==> src/rtl/texel_serializer_if.sv <==
// Bus bundle between the triangle source / word sink and texel_serializer.
// The master side is the environment (triangle source plus downstream FIFO);
// the slave side is the serializer itself.
interface texel_serializer_if;
  logic [167:0] texel_in;
  logic         texel_last;
  logic         texel_valid;
  logic         texel_ready;
  logic         word_full;
  logic [31:0]  word_out;
  logic         word_write;
  logic         busy;
  logic [15:0]  tri_count;

  modport master (
    output texel_in, texel_last, texel_valid, word_full,
    input  texel_ready, word_out, word_write, busy, tri_count
  );

  modport slave (
    input  texel_in, texel_last, texel_valid, word_full,
    output texel_ready, word_out, word_write, busy, tri_count
  );
endinterface

==> src/rtl/texel_serializer.sv <==
// texel_serializer: turns one 168-bit triangle into a framed stream of
// 32-bit words: FRAME_START, six payload words, and FRAME_END after the
// last triangle of a batch. Writes stall while the downstream FIFO is full.
module texel_serializer #(
  parameter logic [31:0] FRAME_START = 32'd0,
  parameter logic [31:0] FRAME_END   = 32'd1,
  parameter logic [23:0] PAD_VALUE   = 24'd0
) (
  input  logic clk,
  input  logic n_rst,
  texel_serializer_if.slave bus
);

  typedef enum logic [1:0] {
    S_IDLE,
    S_START,
    S_PAYLOAD,
    S_END
  } state_t;

  state_t       state_q, state_d;
  logic [167:0] texel_q, texel_d;
  logic         last_q, last_d;
  logic [2:0]   index_q, index_d;
  logic [15:0]  triCount_q, triCount_d;
  logic [31:0]  payloadWord;
  logic         wordWrite;

  // State, latched triangle, word index and triangle counter registers.
  always_ff @(posedge clk or negedge n_rst) begin
    if (!n_rst) begin
      state_q    <= S_IDLE;
      texel_q    <= '0;
      last_q     <= 1'b0;
      index_q    <= 3'd0;
      triCount_q <= 16'd0;
    end else begin
      state_q    <= state_d;
      texel_q    <= texel_d;
      last_q     <= last_d;
      index_q    <= index_d;
      triCount_q <= triCount_d;
    end
  end

  // Select the payload word for the current index; the final word carries
  // the top 8 colour bits under the pad value.
  always_comb begin
    payloadWord = '0;
    case (index_q)
      3'd0:    payloadWord = texel_q[31:0];
      3'd1:    payloadWord = texel_q[63:32];
      3'd2:    payloadWord = texel_q[95:64];
      3'd3:    payloadWord = texel_q[127:96];
      3'd4:    payloadWord = texel_q[159:128];
      3'd5:    payloadWord = {PAD_VALUE, texel_q[167:160]};
      default: payloadWord = '0;
    endcase
  end

  // Next-state logic and outputs; every step past IDLE waits for a write.
  always_comb begin
    state_d         = state_q;
    texel_d         = texel_q;
    last_d          = last_q;
    index_d         = index_q;
    triCount_d      = triCount_q;
    wordWrite       = (state_q != S_IDLE) && !bus.word_full;
    bus.texel_ready = 1'b0;
    bus.word_out    = '0;
    case (state_q)
      S_IDLE: begin
        bus.texel_ready = 1'b1;
        if (bus.texel_valid) begin
          texel_d = bus.texel_in;
          last_d  = bus.texel_last;
          state_d = S_START;
        end
      end
      S_START: begin
        bus.word_out = FRAME_START;
        if (wordWrite) begin
          index_d = 3'd0;
          state_d = S_PAYLOAD;
        end
      end
      S_PAYLOAD: begin
        bus.word_out = payloadWord;
        if (wordWrite) begin
          if (index_q == 3'd5) begin
            index_d    = 3'd0;
            triCount_d = triCount_q + 16'd1;
            state_d    = last_q ? S_END : S_IDLE;
          end else begin
            index_d = index_q + 3'd1;
          end
        end
      end
      S_END: begin
        bus.word_out = FRAME_END;
        if (wordWrite) begin
          state_d = S_IDLE;
        end
      end
      default: state_d = S_IDLE;
    endcase
  end

  // Status outputs straight from registered state.
  always_comb begin
    bus.word_write = wordWrite;
    bus.busy       = (state_q != S_IDLE);
    bus.tri_count  = triCount_q;
  end

endmodule
==> src/flat_wrapper.sv <==
// flat-port wrapper written by rule: the top's interface ports become plain ports
module texel_serializer_flat 
#(
  parameter logic [31:0] FRAME_START = 32'd0,
  parameter logic [31:0] FRAME_END   = 32'd1,
  parameter logic [23:0] PAD_VALUE   = 24'd0
)
  (clk, n_rst, bus_texel_in, bus_texel_last, bus_texel_valid, bus_word_full, bus_texel_ready, bus_word_out, bus_word_write, bus_busy, bus_tri_count);
  texel_serializer_if bus_i ();
  input  logic clk;
  input  logic n_rst;
  input wire logic [$bits(bus_i.texel_in)-1:0] bus_texel_in;
  input wire logic [$bits(bus_i.texel_last)-1:0] bus_texel_last;
  input wire logic [$bits(bus_i.texel_valid)-1:0] bus_texel_valid;
  input wire logic [$bits(bus_i.word_full)-1:0] bus_word_full;
  output wire logic [$bits(bus_i.texel_ready)-1:0] bus_texel_ready;
  output wire logic [$bits(bus_i.word_out)-1:0] bus_word_out;
  output wire logic [$bits(bus_i.word_write)-1:0] bus_word_write;
  output wire logic [$bits(bus_i.busy)-1:0] bus_busy;
  output wire logic [$bits(bus_i.tri_count)-1:0] bus_tri_count;
  assign bus_i.texel_in = bus_texel_in;
  assign bus_i.texel_last = bus_texel_last;
  assign bus_i.texel_valid = bus_texel_valid;
  assign bus_i.word_full = bus_word_full;
  assign bus_texel_ready = bus_i.texel_ready;
  assign bus_word_out = bus_i.word_out;
  assign bus_word_write = bus_i.word_write;
  assign bus_busy = bus_i.busy;
  assign bus_tri_count = bus_i.tri_count;
  texel_serializer #(.FRAME_START(FRAME_START), .FRAME_END(FRAME_END), .PAD_VALUE(PAD_VALUE)) u_core (.clk(clk), .n_rst(n_rst), .bus(bus_i));
endmodule
==> config.mk <==
export PLATFORM = sky130hd
export DESIGN_NAME = texel_serializer_flat
export DESIGN_NICKNAME = d
export VERILOG_FILES = /design/src/rtl/texel_serializer_if.sv /design/src/rtl/texel_serializer.sv /design/src/flat_wrapper.sv
export SDC_FILE = /design/constraint.sdc
export NUM_CORES = 1
export LEC_CHECK = 0
export BUFFER_PORTS_ARGS = -buffer_cell sky130_fd_sc_hd__buf_4
export CAP_MARGIN = 10
export CELL_PAD_IN_SITES_DETAIL_PLACEMENT = 1
export CELL_PAD_IN_SITES_GLOBAL_PLACEMENT = 1
export CORE_ASPECT_RATIO = 1.25
export CORE_MARGIN = 3
export CORE_UTILIZATION = 25
export CTS_CLUSTER_SIZE = 20
export DETAILED_ROUTE_END_ITERATION = 6
export PLACE_DENSITY = 0.51
export SYNTH_ARGS = -nofsm -noshare
export SYNTH_HDL_FRONTEND = slang
export SYNTH_SLANG_ARGS = --single-unit
export TNS_END_PERCENT = 5
==> constraint.sdc <==
create_clock -name clk -period 1.9 [get_ports clk]
set_input_delay 0.095 -clock clk [delete_from_list [all_inputs] [get_ports clk]]
set_output_delay 0.095 -clock clk [all_outputs]
set_load 0.01 [all_outputs]
==> flow_summary.ini <==
[worst_setup_path]
cp-start-kind = register
cp-end-kind = output port
critical_path_class = register to output port
crit_path_start = u_core.index_q[0]
crit_arrival_ns = 2.11
cp_slowest_cell = dfrtp_2
rr_startpoint = u_core.index_q[1]
cp_common_cell = buf_6
worstPathCellList = and2_4 -> ha_4 -> buf_6 -> o311ai_4 -> buf_6 -> buf_12 -> a21oi_1 -> buf_4
required_ns = 1.80
path_max_fanout = 16
reg2regPathDepth = 5
rrSetupSlack_ns = 0.20
timing.rr.end = u_core.bus.tri_count[1]
critPathMaxStageDelay_ns = 0.44

[sta]
min_period_ns = 2.21
finalClockSkew_ns = 0.0105
setup_viol_count_final = 32
fin_crit_sh_pct = 116
grt_setup_unrepaired = yes
drv_slew = 0
fin_ws_ns = -0.307
hold_violations = 0
tns_ns = -8.53
fmax_mhz = 453
slew-limit-headroom_pct = 65.1
worst_pin_slew_ns = 0.524

[floorplan]
die_area_mm2 = 0.0396
die_y_um = 222
rows = 78
num_io_pins = 224
die_width_um = 179
core_area_mm2 = 0.0365
initial_utilization_pct = 25.5

[outcome]
status = finished, violations left
violations = negative setup slack

[place]
hpwl_mm = 23.2
pre_cts_ws_ns = 0.0398
dp_cells = 1407
io_buffers = 223
gp_congestion = 0.773

[synth]
synth_top_area_share_pct = 51.1
yosysUniqueCellTypes = 52
yosysWarnings = 0
synth_nets = 863
yosysTopAreaCell = dfrtp_1
postSynth.asyncResetShare_pct = 100
synthCells = 688
ys_ff_latch = 190
yosys-top-cells-area = dfrtp_1, mux2_4, mux2_2
yosysMostFrequentCell = dfrtp_1
synth_common_cells = dfrtp_1, mux2_4, mux2_2, nand2_1, a21oi_1
yosysSeqAreaShare_pct = 51.1
synth-edff-count = 0
syn-cell-area_mm2 = 0.00931
synth.avg_cell_area_um2 = 13.5
synth_ff_type = dfrtp_1

[pwr]
netSwitchingFraction_pct = 33.8
p_int_uw = 13200
p_leak_uw = 0.00652
power.density_mw_per_mm2 = 1390
total_power_uw = 20000
clockPowerShare_pct = 17.1
comb_power_share_pct = 47.2
p_switching_uw = 6750
seqPwrFrac_pct = 35.7
ir_worst_vdd_v = 0.000713

[clock_network]
clock-sinks = 190
clockRootBuffer = clkbuf_16
clk_pin_slew_worst_paths_ns = 0.07
cts_buffers = 17
htreeDepth = 4
tritoncts = yes
clock_latency_ns = 0.45
cts_buffer_depth = 2

[routing]
vias = 7155
post_drt_wl_per_cell_um = 20.1
dr.pass1.iters = 4
drt-total-wl_mm = 32.5
drtIter0Drc = 240
vias_per_cell = 4.43
drtAntennaViolNets = 0
drc = 0

[run]
cap_violations = 0

[finish]
syn_to_final_growth_pct = 54.7
insertedDiodeCount = 0
final_cells = 1616
layout-drive-gt1-share_pct = 49.4
nets = 1299

[global_route]
antenna_found_initial = 0
grt_pass1_vias = 8242
grt_pass1_wl_mm = 49.3
grt_overflow = 0
grt.total_usage_pct = 16.6
grt_max_degree = 57

[worst_hold_path]
min_path_type = primary input to asynchronous set/reset pin
==> power by group through the flow <==
stage | Clock, µW | Combinational, µW | Sequential (µW)
floorplan | 0 | 6040 | 6730
global placement | 0 | 8840 | 7110
detailed placement | 0 | 8850 | 7160
CTS | 3580 | 9580 | 7140
global route | 3740 | 10200 | 7410
finish | 3420 | 9430 | 7140
==> cells in the final DEF (no fill, tap or decap), types with 3 or more instances in the layout <==
cell type	instances
a21o_1	23
a21oi_1	30
a21oi_2	7
a22oi_1	21
a22oi_2	10
and2_1	3
and3_1	4
buf_12	18
buf_4	261
buf_6	8
buf_8	4
clkbuf_16	17
clkbuf_8	3
clkinv_2	3
clkinv_4	3
dfrtp_1	187
dfrtp_2	3
dlygate4sd3_1	172
inv_1	6
inv_6	4
mux2_2	96
mux2_4	98
mux2i_1	6
nand2_1	55
nand3_1	3
nand4_1	3
nor2_1	14
nor3_1	4
o21ai_0	11
xnor2_1	6
xor2_1	9
==> metal layers <==
metal  share of wire [%]  routed length (µm)  vias to the layer above  GRT usage, %
li1                    -                   -                     3330             -
met2                  53               17200                      177          30.1
met4                 2.9                 939                        0          6.29
met3                 4.3                1410                       35          3.05
met5                   0                   0                        -             0
met1                  40               13000                     3613          19.1
==> area by class of cell <==
cell class	count	area, µm²
clock buffers	20	457
multi-input cells	442	4230
flip-flops and latches	190	4760
well taps	480	601
repair buffers	465	4240
clock inverters	11	83.8
inverters	8	30.0
fillers	3924	22100
==> worst max-delay path, delay by kind of cell, from the launching register on <==
| kind | cells | cell delay, ns |
|---|---|---|
| adder cells (fa/ha/maj) | 1 | 0.17 |
| AO/OA/AOI/OAI | 2 | 0.29 |
| buffers and inverters | 4 | 0.59 |
| AND/OR/NAND/NOR | 1 | 0.17 |
| flip-flops | 1 | 0.44 |
==> per-stage QoR <==
step / hold slack, ns / area [µm²] / utilization, %
2_1_floorplan: -0.201 / 9360 / -
3_3_place_gp: 0.113 / 11900 / 32.5
6_report: 0.169 / 14400 / 39.4
4_1_cts: 0.179 / 14400 / 39.4
5_1_grt: 0.201 / 14400 / 39.4
3_5_place_dp: 0.111 / 11900 / 32.5
==> cell families (layout without fill, tap and decap cells) <==
logic type	Yosys count	after routing	synth area share, %
AOI/OAI and AO/OA	117	117	8.41
xor gates and xnor gates	15	15	1.41
adders and majority gates	2	2	0.269
buffers and inverters	56	504	4.91
DFF	190	190	51.1
muxes	200	200	28.1
and+or+nand+nor	108	108	5.86
==> state kept, by name (all words and copies together), names as in the netlist <==
| signal | cells |
|---|---|
| u_core.bus.tri_count | 16 |
| u_core.index_q | 3 |
| u_core.last_q | 1 |
| u_core.state_q | 2 |
| u_core.texel_q | 168 |
==> what timing repair did <==
| action | in CTS | in global routing |
|---|---|---|
| endpoints found under the hold margin | 222 | 0 |
| resized for setup | 37 | 10 |
| gates cloned | 2 | 0 |
| buffers inserted | 5 | 0 |
| endpoints found under the setup margin | 32 | 32 |
| pin swaps | 6 | 3 |
| hold buffers | 172 | 0 |
==> worst max-delay path by stage <==
stage | depth (start not counted) | end | slack, ns
floorplan | 9 | bus_word_out[2] | -0.04
global placement | 7 | bus_word_out[4] | 0.07
detailed placement | 7 | bus_word_out[9] | 0.04
CTS | 8 | bus_word_out[21] | -0.34
global route | 8 | bus_word_out[19] | -0.40
finish | 8 | bus_word_out[19] | -0.31
No activity file was read; power rests on OpenSTA's default activity.
